## src/rtl/uart_tx_arbiter.sv

```systemverilog
// uart_tx_arbiter: round-robin sequencer that shares one UART transmitter
// among NUM_REQ byte requesters. It supports packet locking and has a watchdog
// for a transmitter that never raises busy.
module uart_tx_arbiter #(
  parameter int NUM_REQ      = 4,
  parameter int DATA_WIDTH   = 8,
  parameter int BUSY_TIMEOUT = 16
) (
  input  logic                          clk,
  input  logic                          reset,
  input  logic [NUM_REQ-1:0]            req_valid,
  input  logic [NUM_REQ-1:0]            req_last,
  input  logic [NUM_REQ*DATA_WIDTH-1:0] req_data,
  output logic [NUM_REQ-1:0]            req_ready,
  output logic [DATA_WIDTH-1:0]         TxData,
  output logic                          transmit,
  input  logic                          busy,
  output logic [$clog2(NUM_REQ)-1:0]    grant_id,
  output logic                          grant_active,
  output logic                          timeout_err
);

  localparam int IDW = $clog2(NUM_REQ);
  localparam int TCW = $clog2(BUSY_TIMEOUT) + 1;

  localparam logic [1:0] S_IDLE      = 2'd0;
  localparam logic [1:0] S_WAIT_BUSY = 2'd1;
  localparam logic [1:0] S_WAIT_DONE = 2'd2;

  logic [1:0]            state_q, state_d;
  logic [IDW-1:0]        ptr_q, ptr_d;
  logic [IDW-1:0]        owner_q, owner_d;
  logic                  locked_q, locked_d;
  logic [TCW-1:0]        tcnt_q, tcnt_d;
  logic [NUM_REQ-1:0]    ready_q, ready_d;
  logic [DATA_WIDTH-1:0] data_q, data_d;
  logic                  tx_q, tx_d;
  logic                  act_q, act_d;
  logic                  terr_q, terr_d;

  logic                  pick_vld;
  logic [IDW-1:0]        pick_idx;

  // Successor of a requester index, wrapping at NUM_REQ.
  function automatic logic [IDW-1:0] inc_wrap(input logic [IDW-1:0] v);
    if (int'(v) == NUM_REQ - 1) return '0;
    return v + 1'b1;
  endfunction

  // Pick the candidate: only the owner while a packet is locked, otherwise the
  // first valid requester searching upward from ptr (descending loop leaves the
  // smallest offset as the final assignment).
  always_comb begin
    pick_vld = 1'b0;
    pick_idx = '0;
    if (locked_q) begin
      pick_vld = req_valid[owner_q];
      pick_idx = owner_q;
    end else begin
      for (int k = NUM_REQ - 1; k >= 0; k--) begin
        if (req_valid[IDW'((int'(ptr_q) + k) % NUM_REQ)]) begin
          pick_vld = 1'b1;
          pick_idx = IDW'((int'(ptr_q) + k) % NUM_REQ);
        end
      end
    end
  end

  // Next-state logic for the issue / wait-for-busy / wait-for-done sequence.
  always_comb begin
    state_d  = state_q;
    ptr_d    = ptr_q;
    owner_d  = owner_q;
    locked_d = locked_q;
    tcnt_d   = tcnt_q;
    data_d   = data_q;
    act_d    = act_q;
    ready_d  = '0;
    tx_d     = 1'b0;
    terr_d   = 1'b0;
    case (state_q)
      S_IDLE: begin
        if (pick_vld && !busy) begin
          data_d   = req_data[pick_idx*DATA_WIDTH +: DATA_WIDTH];
          tx_d     = 1'b1;
          ready_d  = NUM_REQ'(1) << pick_idx;
          owner_d  = pick_idx;
          act_d    = 1'b1;
          locked_d = !req_last[pick_idx];
          tcnt_d   = '0;
          state_d  = S_WAIT_BUSY;
        end
      end
      S_WAIT_BUSY: begin
        if (busy) begin
          state_d = S_WAIT_DONE;
        end else if (tcnt_q == TCW'(BUSY_TIMEOUT - 1)) begin
          // Transmitter never acknowledged: drop the byte, release any lock and
          // move fairness past the stuck owner.
          terr_d   = 1'b1;
          locked_d = 1'b0;
          ptr_d    = inc_wrap(owner_q);
          act_d    = 1'b0;
          state_d  = S_IDLE;
        end else begin
          tcnt_d = tcnt_q + 1'b1;
        end
      end
      S_WAIT_DONE: begin
        if (!busy) begin
          state_d = S_IDLE;
          if (!locked_q) begin
            ptr_d = inc_wrap(owner_q);
            act_d = 1'b0;
          end
        end
      end
      default: state_d = S_IDLE;
    endcase
  end

  // State and output registers; reset discards any lock, owner and pending pulse.
  always_ff @(posedge clk or negedge reset) begin
    if (!reset) begin
      state_q  <= S_IDLE;
      ptr_q    <= '0;
      owner_q  <= '0;
      locked_q <= 1'b0;
      tcnt_q   <= '0;
      ready_q  <= '0;
      data_q   <= '0;
      tx_q     <= 1'b0;
      act_q    <= 1'b0;
      terr_q   <= 1'b0;
    end else begin
      state_q  <= state_d;
      ptr_q    <= ptr_d;
      owner_q  <= owner_d;
      locked_q <= locked_d;
      tcnt_q   <= tcnt_d;
      ready_q  <= ready_d;
      data_q   <= data_d;
      tx_q     <= tx_d;
      act_q    <= act_d;
      terr_q   <= terr_d;
    end
  end

  assign req_ready    = ready_q;
  assign TxData       = data_q;
  assign transmit     = tx_q;
  assign grant_id     = owner_q;
  assign grant_active = act_q;
  assign timeout_err  = terr_q;

endmodule

```

## config.mk

```make
export PLATFORM = sky130hd
export DESIGN_NAME = uart_tx_arbiter
export DESIGN_NICKNAME = d
export VERILOG_FILES = /design/src/rtl/uart_tx_arbiter.sv
export SDC_FILE = /design/constraint.sdc
export NUM_CORES = 1
export LEC_CHECK = 0
export CAP_MARGIN = 40
export CORE_MARGIN = 5
export CORE_UTILIZATION = 48
export DETAILED_ROUTE_END_ITERATION = 7
export GPL_TIMING_DRIVEN = 0
export PLACE_DENSITY = 0.89
export SYNTH_ARGS = -nofsm -noshare
export SYNTH_HDL_FRONTEND = slang
export SYNTH_SLANG_ARGS = --single-unit
```

## constraint.sdc

```tcl
create_clock -name clk -period 3.5 [get_ports clk]
set_clock_uncertainty 0.1 [all_clocks]
set_input_delay 0.875 -clock clk [delete_from_list [all_inputs] [get_ports clk]]
set_output_delay 0.875 -clock clk [all_outputs]
set_load 0.01 [all_outputs]
```

# Word-level counts from Yosys, hierarchy flattened
# Cells that the tools add are included.
# W data, S select, Z words.
[word_totals]
reg_bits = 27
inputBits = 43
output_inout_bits = 17
[classes]
add_sub_neg = 5
n_lt_le_gt_ge = 6
n_eq_ne = 11
n_shift = 2
mux = 65
reduce_logical = 13
[ops]
columns = ["operator", "count"]
rows = [
  ["$mux W1", 33],
  ["$mux W2", 16],
  ["$shiftx A32 B6 Y8", 1],
  ["$lt A2 B4 Y1 const B", 4],
  ["$mux W5", 3],
  ["$bmux W1 S2", 6],
  ["$ne A2 B2 Y1 const B", 6],
  ["$pmux W5 S2", 1],
  ["$mux W4", 2],
  ["$reduce_and A4 Y1", 2],
  ["$lt A2 B3 Y1 const B", 2],
  ["$pmux W2 S3", 1],
  ["$reduce_and A6 Y1", 1],
  ["$add A5 B1 Y5 const B", 1],
  ["$eq A5 B4 Y1 const B", 1],
  ["$reduce_and A5 Y1", 1],
  ["$add A2 B1 Y2 const B", 2],
  ["$add A2 B2 Y2 const B", 2],
  ["$eq A2 B1 Y1 const B", 2],
  ["$pmux W2 S2", 1],
  ["$reduce_bool A2 Y1", 2],
  ["$shl A1 B2 Y4 const A", 1],
  ["$ne A3 B3 Y1 const B", 1],
  ["$pmux W1 S3", 1],
  ["8 further kinds", 9],
]

# Longest topological paths before layout
# Gate-level depths: netlist of run 1.
[depth]
depth_word = 14
ltp_mapped = 9
depth_no_buf = 8

# Worst setup path after synthesis of run 1
# Ideal clock, no wire load.
[synth_path]
path_kind = "input to register"
start = "input port req_valid[1]"
end = "register tcnt_q[4]"
arrival_ns = 2.252
t_required_ns = 3.279
setup_slack_ns = 1.027
stages = 7
n_path_buf = 1
path_cell_list = "or4_1 -> o221a_2 -> nand2b_4 -> buf_6 -> nand2_2 -> o22ai_1 -> a22o_1"
[synth_between]
elab_chain_cells = 11
[synth_lines]
columns = ["item", "line_no", "rtl"]
rows = [
  ["start: declaration", "11", "input logic [NUM_REQ-1:0] req_valid,"],
  ["$bmux W1 S2", "61", "if (req_valid[IDW'((int'(ptr_q) + k) % NUM_REQ)]) begin"],
  ["$mux W1 (implied by the code) (2 in a row)", "61", ""],
  ["$mux W1 (4 in a row)", "61", ""],
  ["$mux W1 (*)", "56", "if (locked_q) begin"],
  ["$logic_and A1 B1 Y1 (*)", "83", "if (pick_vld && !busy) begin"],
  ["$ne A2 B2 Y1 (no source line) (*)", "-", ""],
  ["$reduce_and A4 Y1 (no source line) (*)", "-", ""],
  ["end signal: assignment", "140", "tcnt_q <= tcnt_d;"],
  ["end: declaration", "34", "logic [TCW-1:0] tcnt_q, tcnt_d;"],
]
# Mark *: on every way between the ends. The rest lies on a longest branch, timed or not. The select of a mux whose other input is x is not followed.
# A chain may end at the register's enable or synchronous reset.

# Final worst setup path of run 1
[layout_path]
start = "input port req_valid[1]"
end = "register owner_q[0] (netlist: grant_id[0])"
[layout_between]
elab_chain_cells = 10
[layout_lines]
columns = ["item", "line_no", "rtl"]
rows = [
  ["$bmux W1 S2", "61", ""],
  ["$mux W1 (implied by the code) (2 in a row)", "61", ""],
  ["$mux W1 (4 in a row)", "61", ""],
  ["$mux W1", "56", ""],
  ["$logic_and A1 B1 Y1", "83", ""],
  ["$reduce_and A2 Y1 (no source line)", "-", ""],
  ["end signal: assignment", "138", "owner_q <= owner_d;"],
  ["end: declaration", "32", "logic [IDW-1:0] owner_q, owner_d;"],
]
# Parallel ways exist; a longest one is shown, timed or not. The select of a mux whose other input is x is not followed.

==> results of run 1 <==
-- per-layer routing --
metal	track usage, %	part of all wire (%)
met5	0	0
met4	4.77	1.4
met3	2.90	3.1
met2	31.0	52
met1	22.4	44
-- power breakdown --
part	switching [mW]	total, mW	internal, mW
combinational	0.567	1.11	0.547
sequential	0.110	0.542	0.432
clock	0.0990	0.143	0.0437
-- cell type report --
type	count	area, um^2
clock buffer	3	22.5
tap	46	57.6
fill	287	970
multi-input combinational	136	921
clock inverter	1	7.51
inverter	7	26.3
timing repair buffer	60	618
buffer	10	65.1
sequential	27	676
-- registers in the layout (all words and copies together) (netlist names) --
name	count
req_ready	4
transmit	1
TxData	8
grant_id	2
ptr_q	2
timeout_err	1
state_q	2
grant_active	1
locked_q	1
tcnt_q	5
-- worst max path at each step --
stage | startpoint | end | slack [ns]
2_1_floorplan | req_valid[1] | tcnt_q[4] | 1.03
3_3_place_gp | req_valid[3] | grant_id[0] | 0.46
3_5_place_dp | req_valid[3] | grant_id[0] | 0.44
4_1_cts | req_valid[3] | tcnt_q[4] | 0.81
5_1_grt | tcnt_q[0] | grant_active | 0.66
6_report | req_valid[1] | grant_id[0] | 0.80
-- Yosys cell counts (3+ instances only) --
library cell,instances,area (um^2)
inv_1,7,26.3
a221o_1,8,80.1
mux2_2,3,33.8
o21ai_0,6,30.0
dfrtp_1,27,676
mux2i_1,11,110
and3_1,4,25.0
ha_1,6,75.1
buf_4,4,30.0
nor2_1,7,26.3
o21ai_1,4,20.0
a22o_1,3,26.3
a21oi_1,13,65.1
nand2_1,35,131
buf_2,4,20.0
-- stage by stage --
stage                     utilization [%]  worst slack [ns]
after global routing                 71.2             0.660
final                                71.2             0.801
after CTS                            71.2             0.810
after global placement               69.5             0.459
after detailed placement             70.3             0.443
after floorplan                         -              1.03
-- worst min-delay path, stage by stage, from the launching register on --
cell and delay, ns:
dfrtp_1 0.38, nand2_1 0.05, nand2_1 0.05
-- layout by cell type (no fill, tap or decap), types with 2 or more instances in the layout --
cell type        synthesis  layout
dfrtp_1                 27      27
a21oi_1                 13      13
clkdlybuf4s50_1          0      59
mux2_2                   3       3
ha_1                     6       6
clkbuf_4                 0       3
nor2_1                   7       7
o21ai_0                  6       6
buf_2                    4       4
nor2b_1                  2       2
nand3_1                  2       2
mux2i_1                 11      11
and3_1                   4       4
nor3b_1                  2       2
a31oi_1                  2       2
buf_4                    4       4
nor3_1                   2       2
o21ai_1                  4       4
nand2_1                 35      35
a221o_1                  8       8
inv_1                    7       7
nand2b_1                 2       2
a22o_1                   3       3
-- logic make-up after synthesis --
group	after synthesis	share of synthesized area [%]
mux	15	9.86
flops	27	40.0
simple gates	62	17.3
compound gates	53	23.0
buf+inv	17	5.41
fa+ha+maj	6	4.45
==> impl_results.md, run 1 <==
- Top_reg_cell synth: dfrtp_1
- Number of buffers created by CTS: 3
- Slowest CP cell: or4_1
- Clock Tree Root: clkbuf_4
- Post-DP HPWL: 3.48 mm
- Placed cells: 286
- Clk_lat worst skew: 0.33 ns
- Clock Sinks: 27
- Via/cell ratio: 5.39
- Outcome: completed
- Share of cells above drive strength 1: 10.2%
- Routability Congestion: 0.906
- RSZ-0062 raised after global routing: false
- WP buf/inv: 2
- First-pass GRT wire length: 7.11 mm
- Final Net Count: 294
- Critical setup path kind: in -> reg
- Vias in the first global route: 1487
- Synthesis-to-finish area growth: 41.8%
- WP depth: 6
- Worst rel slew slack: 37.5%
- CTS tree: built
- H-tree lvl count: 1
- Largest net degree at the start of global routing: 19
- Die Width: 69.3 um
- FF-to-FF setup slack: 0.93 ns
- Clock transition at the registers of the reported paths: 0.16 ns
- WHS: 0.398 ns
- Critical Path Max Stage Delay: 0.57 ns
- Die Height: 69.3 um
- Non-filler instance count after layout: 290
- Crit share post-route: 77.1%
- Sequential area share after synthesis: 40.0%
- Max Cap Viol: 0
- Ant diodes: 0
- Worst-margin pin slew: 0.913 ns
- Final setup viols: 0
- Antenna Nets Post-Route: 0
- Hold path startpoint: TxData[3]
- Syn Nets: 229
- Die area: 0.00480 mm^2
- Crit-path max FO: 10
- Rows: 21
- DR vias: 1562
- Wire per inst: 15.0 um
- TNS Setup: 0 ns
- Post-Synthesis Cells: 180
- Gr usage total: 17.7%
- Starting Density: 50.2%
- CP cell instances: clkdlybuf4s50_1, or4_1, o221a_2, nand2_1, buf_4, mux2_2
- Post-synth EDFFs: 0
- CP Launch Type: input port
- Final count of hold timing violations: 0
- Achievable frequency: 371 MHz
- Post-route cell area: 0.00239 mm^2
- End of the worst hold path: TxData[3]
- Critical Path AT: 2.84 ns
- Fin crit period: 2.70 ns
- Remaining global-route overflow: 0
- RR Startpoint: tcnt_q[0]
- Post_cts resized: 0
- Setup bufs post-CTS: 0
- Family with the most delay on the worst path: simple AND/OR/NAND/NOR gates
- IO Port Bufs: 59
- VDD IR-drop max: 0.609 mV
- CTS Hold Buffers Added: 0
- Reg-to-reg endpoint: grant_active
- Crit. End Element: flip-flop
- Ports: 60
- First-pass detailed-route iteration total: 4
- Mean Syn Cell Area: 9.38 um^2
- Mapped cell area: 0.00169 mm^2
- Pwr per Cell Area: 751 mW/mm^2
- Yosys reg bits: 27
- Worst Reg-to-Reg Cells: 8
- Share of flip-flops with an asynchronous set or reset: 100%
- Iter 0 DRT Violations: 84
- Max Slew Vio Count: 0
- Routed wire length: 4.35 mm
- Core area: 0.00336 mm^2
- Hold depth: 2
- Leakage: 1.05 nW
- Clock tree buffer depth: 2
- Area post-placement: 0.00236 mm^2
- Critical path required time: 3.64 ns
- Hold Path Class: reg -> reg
- Initial antenna violation count: 0
- Tot Pwr: 1.80 mW
- Drt drc: 0
- Distinct cells, synth: 47
- Warnings, synthesis: 0
(Power assumes the default switching activity.)
==> inputs of run 2 (changes only) <==
--- a/config.mk
+++ b/config.mk
@@ -7,10 +7,10 @@
 export LEC_CHECK = 0
 export CAP_MARGIN = 40
 export CORE_MARGIN = 5
-export CORE_UTILIZATION = 48
+export CORE_UTILIZATION = 40
 export DETAILED_ROUTE_END_ITERATION = 7
 export GPL_TIMING_DRIVEN = 0
-export PLACE_DENSITY = 0.89
+export PLACE_DENSITY = 0.79
 export SYNTH_ARGS = -nofsm -noshare
 export SYNTH_HDL_FRONTEND = slang
 export SYNTH_SLANG_ARGS = --single-unit
==> constraint.sdc (replaced) <==
create_clock -name clk -period 2.2 [get_ports clk]
set_clock_uncertainty 0.1 [all_clocks]
set_input_delay 0.55 -clock clk [delete_from_list [all_inputs] [get_ports clk]]
set_output_delay 0.55 -clock clk [all_outputs]
set_load 0.01 [all_outputs]
==> run 2 against run 1 <==
  * Sequential power rose by 58%
  * Critical path depth is 2 higher
  * Final cell count rose by 3.1%
  * Sequential share of layout area fell by 0.90 points
  * Total power increased by 67%
  * Combinational power increased by 68%
  * Global-route usage is 2.3 points lower
  * Via count fell by 1.2%
  * Worst hold slack lost 0.019 ns
  * Sequential cell count stayed put
  * Wire length up 0.78%
  * Largest power group unchanged
==> impl_results.md, run 2 (synthesis results as in run 1) <==
- Share of cells above drive strength 1: 15.7% (+5.4 points)
- Outcome: completed
- Clock transition at the registers of the reported paths: 0.09 ns (-0.07 ns)
- First-pass detailed-route iteration total: 4 (unchanged)
- Max Slew Vio Count: 0 (unchanged)
- VDD IR-drop max: 0.782 mV (+28%)
- Critical Path Max Stage Delay: 0.50 ns (-0.07 ns)
- CP Launch Type: input port
- Family with the most delay on the worst path: simple AND/OR/NAND/NOR gates
- Placed cells: 291 (+1.7%)
- Clock Tree Root: clkbuf_8
- Largest register FFs: 8 (unchanged)
- Cell-internal power: 1.76 mW (+72%)
- IO Port Bufs: 59 (unchanged)
- Crit share post-route: 98.6%
- Ant diodes: 0 (unchanged)
- Largest net degree at the start of global routing: 19 (unchanged)
- CTS tree: built
- Gr usage total: 15.4% (-2.3 points)
- Critical setup path kind: in -> reg
- RSZ-0062 raised after global routing: false
- Final Net Count: 299 (+1.7%)
- WP buf/inv: 2 (unchanged)
- First-pass GRT wire length: 6.82 mm (-4.1%)
- Rows: 23 (+9.5%)
- Clock tree buffer depth: 2 (unchanged)
- Routability Congestion: 0.855 (-5.7%)
- Most frequent cells in the layout: 55 x clkdlybuf4s50_1, 35 x nand2_1, 26 x dfrtp_1
- Max Cap Viol: 0 (unchanged)
- Crit-path max FO: 9 (-1)
- Clock Sinks: 27 (unchanged)
- Via/cell ratio: 5.16 (-4.2%)
- Die Height: 75.0 um (+8.2%)
- Area post-placement: 0.00236 mm^2 (-0.16%)
- Number of buffers created by CTS: 3 (unchanged)
- Core area: 0.00406 mm^2 (+21%)
- Iter 0 DRT Violations: 62 (-26%)
- Worst-margin pin slew: 0.489 ns (-0.424 ns)
- Wire per inst: 14.7 um (-2.3%)
- H-tree lvl count: 1 (unchanged)
- Achievable frequency: 461 MHz
- Crit. End Element: flip-flop
- Hold Path Class: reg -> reg
- Final count of hold timing violations: 0 (unchanged)
- Initial antenna violation count: 0 (unchanged)
- Tot Pwr: 3.01 mW (+67%)
- Drt drc: 0 (unchanged)
- Fin crit period: 2.17 ns
- Vias in the first global route: 1452 (-2.4%)
- Leakage: 1.08 nW (+3.3%)
- Synthesis-to-finish area growth: 46.8%
- Routed wire length: 4.39 mm (+0.78%)
- Starting Density: 41.6% (-8.6 points)
- CP cell instances: dlygate4sd2_1, or4_4, o221a_4, nand2b_4, buf_6, nor3b_1, a21oi_2, o21ai_1
- Post-route cell area: 0.00248 mm^2 (+3.5%)
- Clk_lat worst skew: 0.27 ns (-0.06 ns)
- Die Width: 75.0 um (+8.2%)
- FF-to-FF setup slack: 0.09 ns (-0.84 ns)
- Critical path required time: 2.26 ns (-1.38 ns)
- Most common cell after layout, fill and taps aside: clkdlybuf4s50_1
- Non-filler instance count after layout: 299 (+3.1%)
- Part of the power in registers: 28.4% (-1.7 points)
- Antenna Nets Post-Route: 0 (unchanged)
- Ports: 60 (unchanged)
- Clk pwr share: 9.4% (+1.5 points)
- Worst rel slew slack: 67.3% (+30 points)
- DR vias: 1543 (-1.2%)
- Remaining global-route overflow: 0 (unchanged)
- Die area: 0.00562 mm^2 (+17%)
- Post-DP HPWL: 3.44 mm (-1.0%)
- Sw Ratio: 41.4% (-1.7 points)
- Combinational Power Share: 62.2% (+0.3 points)
- Net Sw Power: 1.25 mW (+61%)
- Slowest CP cell: or4_4
- Pwr per Cell Area: 1220 mW/mm^2 (+62%)
- Critical Path AT: 2.23 ns (-0.61 ns)
- Final setup viols: 0 (unchanged)
[run 2: repair_timing]
action                                  4_1_cts  5_1_grt
resized for setup                            12       12
pin swaps                                     0        1
hold buffers                                  0        0
endpoints found under the setup margin       22       15
gates cloned                                  0        0
buffers inserted                              0        4
[run 2: layer usage]
| layer | GRT usage (%) | wire length [um] |
|---|---|---|
| met1 | 21.1 | 1960 |
| met2 | 26.0 | 2290 |
| met3 | 1.07 | 98 |
| met4 | 4.35 | 35 |
| met5 | 0 | 0 |
[run 2: final timing paths]
path	startpoint	to	cells past startpoint
worst max-delay path	req_valid[2]	tcnt_q[3]	8
worst min-delay path	TxData[5]	TxData[5]	2
worst max register to register	grant_id[1]	tcnt_q[3]	7
worst min register to register	TxData[5]	TxData[5]	2
max in group asynchronous	reset	locked_q	2
min in group asynchronous	reset	state_q[1]	1
[run 2: power groups by stage]
stage | registers, mW | logic, mW | clock network [mW]
after global placement | 0.860 | 1.73 | 0
after floorplan | 0.894 | 1.13 | 0
after CTS | 0.853 | 1.80 | 0.288
after global routing | 0.886 | 2.08 | 0.310
after detailed placement | 0.860 | 1.78 | 0
final | 0.856 | 1.87 | 0.282
[run 2: per-stage QoR]
| step | setup TNS (ns) | util, % | hold WS (ns) | setup slack (ns) |
|---|---|---|---|---|
| global placement | -10.66 | 57.7 | 0.358 | -0.531 |
| detailed placement | -10.52 | 58.2 | 0.362 | -0.541 |
| CTS | 0 | 59.9 | 0.385 | 0.00244 |
| floorplan | 0 | - | 0.154 | 0.0522 |
| global route | 0 | 61.1 | 0.402 | 0.00264 |
| finish | 0 | 61.1 | 0.379 | 0.0304 |
[run 2: area by class of cell]
class                      instances  area [um^2]
tap                               50         62.6
timing repair buffer              65          628
buffer                            10         71.3
clock buffer                       4         45.0
multi-input combinational        136          967
inverter                           7         26.3
sequential                        27          677
fill                             347         1580
[run 2: worst reg2reg max path: stages, from the launching register on]
cell	delay, ns
dfrtp_1	0.47
mux4_2	0.55
o221a_4	0.27
nand2b_4	0.14
buf_6	0.14
nor3b_1	0.15
a21oi_2	0.11
o21ai_1	0.07
==> inputs of run 3 (changes only) <==
--- a/config.mk
+++ b/config.mk
@@ -8,6 +8,7 @@
 export CAP_MARGIN = 40
 export CORE_MARGIN = 5
 export CORE_UTILIZATION = 40
+export CTS_CLUSTER_DIAMETER = 200
 export DETAILED_ROUTE_END_ITERATION = 7
 export GPL_TIMING_DRIVEN = 0
 export PLACE_DENSITY = 0.79
==> results of run 3 <==
The final DEF is identical to that of run 2; final timing and power are the same.
